<file path="src/rtl/dsp48e1_slice_pkg.sv">
// dsp48e1_slice_pkg: widths, OPMODE/ALUMODE encodings and ALU helpers for the DSP48E1 slice model.
package dsp48e1_slice_pkg;
  localparam int A_W = 30;
  localparam int B_W = 18;
  localparam int P_W = 48;
  localparam int AD_W = 25;
  localparam int M_W = 43;
  localparam int CTRL_W = 16;
  localparam logic [1:0] X_M = 2'b01;
  localparam logic [1:0] X_P = 2'b10;
  localparam logic [1:0] X_AB = 2'b11;
  localparam logic [1:0] Y_M = 2'b01;
  localparam logic [1:0] Y_ONES = 2'b10;
  localparam logic [1:0] Y_C = 2'b11;
  localparam logic [2:0] Z_PCIN = 3'b001;
  localparam logic [2:0] Z_P = 3'b010;
  localparam logic [2:0] Z_C = 3'b011;
  localparam logic [2:0] Z_PCIN17 = 3'b101;
  localparam logic [2:0] Z_P17 = 3'b110;
  localparam logic [3:0] ALU_NZADD = 4'b0001;
  localparam logic [3:0] ALU_NSUM = 4'b0010;
  localparam logic [3:0] ALU_ZSUB = 4'b0011;
  function automatic logic [P_W-1:0] asr17(input logic [P_W-1:0] v);
    return {{17{v[P_W-1]}}, v[P_W-1:17]};
  endfunction
  // s is X+Y+CIN; unlisted modes fall back to plain addition
  function automatic logic [P_W-1:0] alu(input logic [3:0] mode, input logic [P_W-1:0] z, input logic [P_W-1:0] s);
    return mode == ALU_ZSUB ? z - s : mode == ALU_NZADD ? s + ~z : mode == ALU_NSUM ? ~(z + s) : z + s;
  endfunction
endpackage

</file>
<file path="src/rtl/dsp_pipe_reg.sv">
// dsp_pipe_reg: optional pipeline stage with clock enable and async active-low clear; EN=0 makes it a wire.
module dsp_pipe_reg #(
  parameter int WIDTH = 1,
  parameter bit EN = 1'b1
) (
  input  logic             clk_i,
  input  logic             rst_ni,
  input  logic             ce_i,
  input  logic [WIDTH-1:0] d_i,
  output logic [WIDTH-1:0] q_o
);
  logic [WIDTH-1:0] q_q, q_d;
  assign q_d = ce_i ? d_i : q_q;
  always_ff @(posedge clk_i or negedge rst_ni)
    if (!rst_ni) q_q <= '0;
    else q_q <= q_d;
  assign q_o = EN ? q_q : d_i;
endmodule

</file>
<file path="src/rtl/dsp48e1_slice.sv">
// dsp48e1_slice: DSP48E1-style MAC slice (pre-adder, 25x18 multiplier, 48-bit ALU, cascade).
// Define DSP48_PREADD_EN to build the D port, pre-adder and D/AD registers.
module dsp48e1_slice
  import dsp48e1_slice_pkg::*;
#(
  parameter int AREG = 1,
  parameter int BREG = 1,
  parameter int CREG = 1,
  parameter int DREG = 1,
  parameter int ADREG = 1,
  parameter int MREG = 1,
  parameter int PREG = 1,
  parameter int OPMODEREG = 1
) (
  input  logic        c_i,
  input  logic        rst_ni,
  input  logic [29:0] a_i,
  input  logic [17:0] b_i,
  input  logic [47:0] c_data_i,
  input  logic [24:0] d_i,
  input  logic [47:0] pcin_i,
  input  logic [6:0]  opmode_i,
  input  logic [3:0]  alumode_i,
  input  logic [4:0]  inmode_i,
  input  logic        carryin_i,
  input  logic        ce_a1_i,
  input  logic        ce_a2_i,
  input  logic        ce_b_i,
  input  logic        ce_c_i,
  input  logic        ce_d_i,
  input  logic        ce_ad_i,
  input  logic        ce_m_i,
  input  logic        ce_p_i,
  input  logic        ce_ctrl_i,
  output logic [47:0] p_o,
  output logic [47:0] pcout_o
);
  logic [A_W-1:0] a1, a2;
  logic [B_W-1:0] b;
  logic [P_W-1:0] c_r, p, p_d, x, y, z;
  logic [AD_W-1:0] a_pre, ad;
  logic [M_W-1:0] m_d, m;
  logic [6:0] opmode;
  logic [3:0] alumode;
  logic [4:0] inmode;
  // With AREG=1 the single A register is A2, so A1 collapses to a wire
  dsp_pipe_reg #(.WIDTH(A_W), .EN(AREG == 2)) u_a1 (.clk_i(c_i), .rst_ni, .ce_i(ce_a1_i), .d_i(a_i), .q_o(a1));
  dsp_pipe_reg #(.WIDTH(A_W), .EN(AREG >= 1)) u_a2 (.clk_i(c_i), .rst_ni, .ce_i(ce_a2_i), .d_i(a1), .q_o(a2));
  dsp_pipe_reg #(.WIDTH(B_W), .EN(BREG != 0)) u_b (.clk_i(c_i), .rst_ni, .ce_i(ce_b_i), .d_i(b_i), .q_o(b));
  dsp_pipe_reg #(.WIDTH(P_W), .EN(CREG != 0)) u_c (.clk_i(c_i), .rst_ni, .ce_i(ce_c_i), .d_i(c_data_i), .q_o(c_r));
  dsp_pipe_reg #(.WIDTH(CTRL_W), .EN(OPMODEREG != 0)) u_ctrl (
    .clk_i(c_i), .rst_ni, .ce_i(ce_ctrl_i),
    .d_i({opmode_i, alumode_i, inmode_i}), .q_o({opmode, alumode, inmode})
  );
  assign a_pre = inmode[0] ? a1[AD_W-1:0] : a2[AD_W-1:0];
`ifdef DSP48_PREADD_EN
  logic [AD_W-1:0] d_r, a_opr, d_term, ad_d;
  dsp_pipe_reg #(.WIDTH(AD_W), .EN(DREG != 0)) u_d (.clk_i(c_i), .rst_ni, .ce_i(ce_d_i), .d_i(d_i), .q_o(d_r));
  dsp_pipe_reg #(.WIDTH(AD_W), .EN(ADREG != 0)) u_ad (.clk_i(c_i), .rst_ni, .ce_i(ce_ad_i), .d_i(ad_d), .q_o(ad));
  assign a_opr = inmode[1] ? '0 : a_pre;
  assign d_term = inmode[2] ? d_r : '0;
  assign ad_d = inmode[3] ? d_term - a_opr : d_term + a_opr;
`else
  logic preadd_unused;
  assign ad = a_pre;
  assign preadd_unused = ^{d_i, inmode[4:1], ce_d_i, ce_ad_i, DREG != 0, ADREG != 0};
`endif
  // Both operands widened to the product width so the low 43 bits are the signed product
  assign m_d = {{(M_W-AD_W){ad[AD_W-1]}}, ad} * {{(M_W-B_W){b[B_W-1]}}, b};
  dsp_pipe_reg #(.WIDTH(M_W), .EN(MREG != 0)) u_m (.clk_i(c_i), .rst_ni, .ce_i(ce_m_i), .d_i(m_d), .q_o(m));
  always_comb begin
    x = (opmode[1:0] == X_M && opmode[3:2] == Y_M) ? {{(P_W-M_W){m[M_W-1]}}, m}
      : opmode[1:0] == X_P ? p : opmode[1:0] == X_AB ? {a2, b} : '0;
    y = opmode[3:2] == Y_ONES ? '1 : opmode[3:2] == Y_C ? c_r : '0;
    z = opmode[6:4] == Z_PCIN ? pcin_i : opmode[6:4] == Z_P ? p : opmode[6:4] == Z_C ? c_r
      : opmode[6:4] == Z_PCIN17 ? asr17(pcin_i) : opmode[6:4] == Z_P17 ? asr17(p) : '0;
    p_d = alu(alumode, z, x + y + P_W'(carryin_i));
  end
  dsp_pipe_reg #(.WIDTH(P_W), .EN(PREG != 0)) u_p (.clk_i(c_i), .rst_ni, .ce_i(ce_p_i), .d_i(p_d), .q_o(p));
  assign p_o = p;
  assign pcout_o = p;
endmodule

</file>
<file path="config.mk">
export PLATFORM = sky130hd
export DESIGN_NAME = dsp48e1_slice
export DESIGN_NICKNAME = d
export VERILOG_FILES = /design/src/rtl/dsp48e1_slice_pkg.sv /design/src/rtl/dsp_pipe_reg.sv /design/src/rtl/dsp48e1_slice.sv
export SDC_FILE = /design/constraint.sdc
export NUM_CORES = 2
export LEC_CHECK = 0
export ABC_CLOCK_PERIOD_IN_PS = 15750
export CELL_PAD_IN_SITES_DETAIL_PLACEMENT = 0
export CELL_PAD_IN_SITES_GLOBAL_PLACEMENT = 1
export CORE_MARGIN = 2
export CORE_UTILIZATION = 51
export DETAILED_ROUTE_END_ITERATION = 8
export PLACE_DENSITY_LB_ADDON = 0.1
export SLEW_MARGIN = 30
export SYNTH_ARGS = -nofsm -noshare
export SYNTH_HDL_FRONTEND = slang
export SYNTH_HIERARCHICAL = 1
export SYNTH_SLANG_ARGS = --single-unit
</file>
<file path="constraint.sdc">
create_clock -name c_i -period 15.75 [get_ports c_i]
set_clock_uncertainty 0.1 [all_clocks]
set_input_delay 3.15 -clock c_i [delete_from_list [all_inputs] [get_ports c_i]]
set_output_delay 3.15 -clock c_i [all_outputs]
set_load 0.01 [all_outputs]
</file>
# ---- Yosys cells after proc, flatten, opt, wreduce, memory -nomap -nowiden
# Cells that the tools add are included.
dict set report totals {
  inputBits 197
  out_inout_bits 96
  latch_bits 0
  mem_count 0
  mem_bits_rw 0
  ff_bits 203
  mem_bits_ro 0
}
dict set report classes {
  bitwise 2
  addsub 5
  magnitude_cmp 0
  reduce_logical 1
  mul 1
  div_mod_pow 0
  shifts 0
  muxes 14
  eq_ne 14
}
# cell count
set op_table {}
lappend op_table {{48-bit 2-to-1 mux} 13}
lappend op_table {{48-bit adder} 3}
lappend op_table {{48-bit NOT} 2}
lappend op_table {{48-bit by 1-bit adder with 48-bit output} 1}
lappend op_table {{48-bit subtractor} 1}
lappend op_table {{25-bit by 18-bit multiplier with 43-bit output} 1}
lappend op_table {{25-bit 2-to-1 mux} 1}
lappend op_table {{2-bit equality test, second input constant} 4}
lappend op_table {{4-bit by 2-bit equality test with 1-bit output, second input constant} 2}
lappend op_table {{3-bit by 2-bit equality test with 1-bit output, second input constant} 2}
lappend op_table {{3-bit equality test, second input constant} 2}
lappend op_table {{2-bit by 1-bit equality test with 1-bit output, second input constant} 2}
lappend op_table {{4-bit by 1-bit equality test with 1-bit output, second input constant} 1}
lappend op_table {{3-bit by 1-bit equality test with 1-bit output, second input constant} 1}
lappend op_table {{1-bit logical AND} 1}

# ---- Logic depth before layout (Yosys ltp)
dict set report depth {
  depth_word 11
  mapped_depth 30
}

# ---- Hierarchy
# Netlist, hierarchy kept.
# module area_per_inst_um2 seq_area_each_um2 instances cells_each
set modules_own_cells {}
lappend modules_own_cells {dsp48e1_slice 31442.7 0.0 1 4132}
lappend modules_own_cells {{dsp_pipe_reg (u_c ...)} 1860.5 1201.2 2 101}
lappend modules_own_cells {{dsp_pipe_reg (u_m)} 1801.7 1076.0 1 91}
lappend modules_own_cells {{dsp_pipe_reg (u_a2)} 1234.9 750.7 1 63}
lappend modules_own_cells {{dsp_pipe_reg (u_b)} 721.9 450.4 1 38}
lappend modules_own_cells {{dsp_pipe_reg (u_ctrl)} 649.4 400.4 1 34}
lappend modules_own_cells {{dsp_pipe_reg (u_a1)} 225.2 0.0 1 30}

# ---- Worst setup path before layout
# OpenSTA, ideal clock, no wires.
dict set report synth_path {
  path_kind {input to register}
  start {input a_i[11]}
  end {register u_m.q_q[42] (netlist: u_m/q_o[42])}
  arrival_time_ns 9.354
  setup_ns 0.125
  path_buffers 2
  cell_stages 27
  path_slack_ns 6.172
  path_cell_list {buf_4 > mux2_2 > buf_1 > nand2_1 > fa_1 > inv_1 > fa_1 > inv_1 > fa_1 > fa_1 > inv_1 > fa_1 > inv_1 > fa_1 > inv_1 > ha_1 > a21o_1 > a21o_1 > a21o_1 > a22oi_1 > o221a_2 > o21ai_1 > a211oi_2 > o221ai_1 > a21oi_1 > xnor2_1 > mux2_2}
}
dict set report synth_between {
  elab_chain_len 2
}
# item line
set synth_rtl {}
lappend synth_rtl {{from (decl)} dsp48e1_slice.sv:17} ;# input logic [29:0] a_i,
lappend synth_rtl {{25-bit 2-to-1 mux} dsp48e1_slice.sv:55} ;# assign a_pre = inmode[0] ? a1[AD_W-1:0] : a2[AD_W-1:0];
lappend synth_rtl {{25-bit by 18-bit multiplier with 43-bit output} dsp48e1_slice.sv:69} ;# assign m_d = {{(M_W-AD_W){ad[AD_W-1]}}, ad} * {{(M_W-B_W){b[B_W-1]}}, b};
lappend synth_rtl {{via m_d[42]} dsp48e1_slice.sv:42} ;# logic [M_W-1:0] m_d, m;
lappend synth_rtl {{to (signal assigned)} dsp_pipe_reg.sv:16} ;# else q_q <= q_d;
lappend synth_rtl {{to (decl)} dsp_pipe_reg.sv:12} ;# logic [WIDTH-1:0] q_q, q_d;
# The timed path passes the listed nets, and every way through them passes these cells.
# A chain may end at the register's enable or synchronous reset.

# ---- Worst setup path in the final report
dict set report layout_path {
  start {input a_i[13]}
  end {register u_m.q_q[41] (netlist: u_m/q_o[41])}
}
# Same word-level chain as after synthesis.

==> metrics.log <==
[metrics] number of nets in the final layout: between 5k and 6k
[metrics] grt ovf: 0
[metrics] ratio of routed vias to standard cells: ~6.0
[metrics] Vert. Die Dim: 282.8 um
[metrics] FF-to-FF path depth: 29
[metrics] clk sink count: 199
[metrics] CTS Buffer Depth: 2
[metrics] most frequent standard cell in the layout excluding fill and tap cells: sky130_fd_sc_hd__inv_1
[metrics] maximum clock frequency: 91.66 MHz
[metrics] clock latency at the later pin of the worst-skew pair: 0.53 ns
[metrics] via count of the routed design: 33.95k
[metrics] CTS root buf: sky130_fd_sc_hd__clkbuf_16
[metrics] total clock buffers created by CTS: 17
[metrics] Post-DP HPWL: 111000 um
[metrics] DIE WIDTH: 282.8 um
[metrics] slew of the pin with the lowest slew margin: 1.016 ns
[metrics] total standard cell area after synthesis: 39650 sq um
[metrics] Post CTS Setup Buffer Count: 0
[metrics] setup slack, reg-to-reg: just over 7 ns
[metrics] number of global-route vias before repair: 33.25k
[metrics] final setup violating endpoints: 0
[metrics] placer's final routability congestion estimate: 0.9974
[metrics] total of max-cap violations: 0
[metrics] Max Slew Vio Count: 0
[metrics] net count after synthesis: 5517
[metrics] tightest slew margin relative to the limit: 0.3224
[metrics] Core Area: 77210 sq um
[metrics] fillcell total: 7310
[metrics] die area: 79990 sq um
[metrics] Worst Path Max Fanout: 18
[metrics] 1st-iter DRT viols: 3480
[metrics] unrepaired setup endpoints after global routing: false
[metrics] DRC violations left: 0
[metrics] combined flip-flop and latch cell area: 4989 sq um
[metrics] status: complete, no violations
[metrics] site row count: 102
[metrics] number of levels the H-tree was split into: 4
[metrics] minimum clock period: 10.91 ns
[metrics] area growth from synthesis to final layout: 8.117%
[metrics] synthesized netlist cell count: 4582
[metrics] number of instances resized during post-cts repair: 0
[metrics] largest net degree at the start of global routing: 79
[metrics] last element of the critical path: u_m/q_o[41]
[metrics] initial antenna violation count: 0
[metrics] initial core utilization: 0.5135
[metrics] warnings from Yosys: 6
[metrics] startpoint type of the worst setup path: input port
[metrics] crit path launch: a_i[13]
[metrics] CTS tree: built
[metrics] ports placed on the boundary: just under 300
[metrics] FF-to-FF Start: u_ctrl/q_o[11]
[metrics] Worst Setup Path Type: input port to flip-flop
[metrics] Buffers on Ports: 260
[metrics] area used by multi-input combinational logic: 30460 sq um
[metrics] TNS Setup: 0 ns
[metrics] total global-route track usage: 0.3539
[metrics] kind of path behind the tightest hold check: flip-flop to flip-flop
[metrics] data required time of the worst path: 16.07 ns
[metrics] Syn Area/Cell: approximately 8.7 sq um
[metrics] commonest non-fill, non-tap cells in the layout: sky130_fd_sc_hd__inv_1 (656), sky130_fd_sc_hd__nand2_1 (462), sky130_fd_sc_hd__fa_1 (445)
[metrics] fraction of final layout cells with drive strength greater than 1: 0.09766
[metrics] arrival time of the worst setup path: approximately 11 ns
[metrics] Worst Setup End Kind: flip-flop
[metrics] period utilization: 0.6927
[metrics] WL/cell: around 25 um
[metrics] clock slew seen by the registers of the worst setup and hold paths: 0.09 ns
[metrics] Total Routed Length: 140700 um
[metrics] number of search-and-repair iterations in the first detailed-routing pass: 8
[metrics] number of nets with antenna violations after routing: 0
[metrics] endpoint of the most critical register-to-register path: u_p/q_o[44]
[metrics] Hold Fails Final Rpt: 0
[metrics] CTS Hold Bufs: 0
[metrics] first-pass GRT wire length: 210000 um
## per-stage QoR
stage | cell area [sq um] | util | instances | hold slack (ns) | setup WS (ns)
6_report | 42870 | 0.5552 | 5649 | 0.4139 | 4.840
5_1_grt | 42860 | 0.5551 | 5648 | 0.4262 | 4.505
4_1_cts | 42870 | 0.5552 | 5648 | 0.4146 | 4.863
3_5_place_dp | 42250 | 0.5472 | 5616 | 0.3954 | 4.306
3_3_place_gp | 42240 | 0.5471 | 5616 | 0.3883 | 4.305
2_1_floorplan | 39650 | - | 4582 | 0.3762 | 6.172
## flip-flops by register name, summed over array words and instances, names as in the netlist
| signal | cells |
|---|---|
| u_m/q_o | 43 |
| u_c/q_o | 48 |
| u_a2/q_o | 30 |
| u_p/q_o | 48 |
| u_b/q_o | 18 |
| u_ctrl/q_o | 12 |
## layer usage
| metal | track usage | wire length (um) | vias up |
|---|---|---|---|
| met3 | 0.04018 | 9514 | 176 |
| li1 | - | - | 15260 |
| met4 | 0.1216 | 4826 | 0 |
| met5 | 0 | 0 | - |
| met2 | 0.5473 | 62810 | 1348 |
| met1 | 0.5140 | 63530 | 17170 |
## worst min path at each step
| stage | from | to | cells after the start |
|---|---|---|---|
| after global routing | u_a2/q_o[26] | u_a2/q_o[26] | 1 |
| final | u_a2/q_o[26] | u_a2/q_o[26] | 1 |
| after CTS | u_a2/q_o[26] | u_a2/q_o[26] | 1 |
| after global placement | u_a2/q_o[26] | u_a2/q_o[26] | 1 |
| after floorplan | u_a2/q_o[25] | u_a2/q_o[25] | 1 |
| after detailed placement | u_a2/q_o[26] | u_a2/q_o[26] | 1 |
## cell type report
class,instances,area share
antenna,1,0.00005838
tap,1040,0.03036
multi-input combinational,3389,0.7105
clock inverter,14,0.004116
sequential,199,0.1164
inverter,680,0.05954
clock buffer,18,0.01025
timing repair buffer,308,0.06880
## worst max-delay path, stage by stage
cell and delay [ns]:
sky130_fd_sc_hd__clkdlybuf4s50_1 0.62, sky130_fd_sc_hd__mux2_2 0.59, sky130_fd_sc_hd__nand2_1 0.17, sky130_fd_sc_hd__fa_1 0.55
sky130_fd_sc_hd__inv_1 0.05, sky130_fd_sc_hd__fa_1 0.53, sky130_fd_sc_hd__inv_1 0.05, sky130_fd_sc_hd__fa_1 0.49
sky130_fd_sc_hd__inv_1 0.05, sky130_fd_sc_hd__fa_1 0.56, sky130_fd_sc_hd__inv_1 0.06, sky130_fd_sc_hd__fa_1 0.44
sky130_fd_sc_hd__fa_1 0.52, sky130_fd_sc_hd__inv_1 0.04, sky130_fd_sc_hd__ha_1 0.38, sky130_fd_sc_hd__and4_1 0.28
sky130_fd_sc_hd__nor3b_1 0.47, sky130_fd_sc_hd__a41oi_1 0.50, sky130_fd_sc_hd__a21oi_1 0.25, sky130_fd_sc_hd__a21oi_1 0.13
sky130_fd_sc_hd__o41ai_1 0.74, sky130_fd_sc_hd__o41ai_1 0.15, sky130_fd_sc_hd__xnor2_1 0.16, sky130_fd_sc_hd__mux2_4 0.26
Power is not shown: default switching activity piles up to over one toggle a cycle in this logic, so the estimate is an artifact.
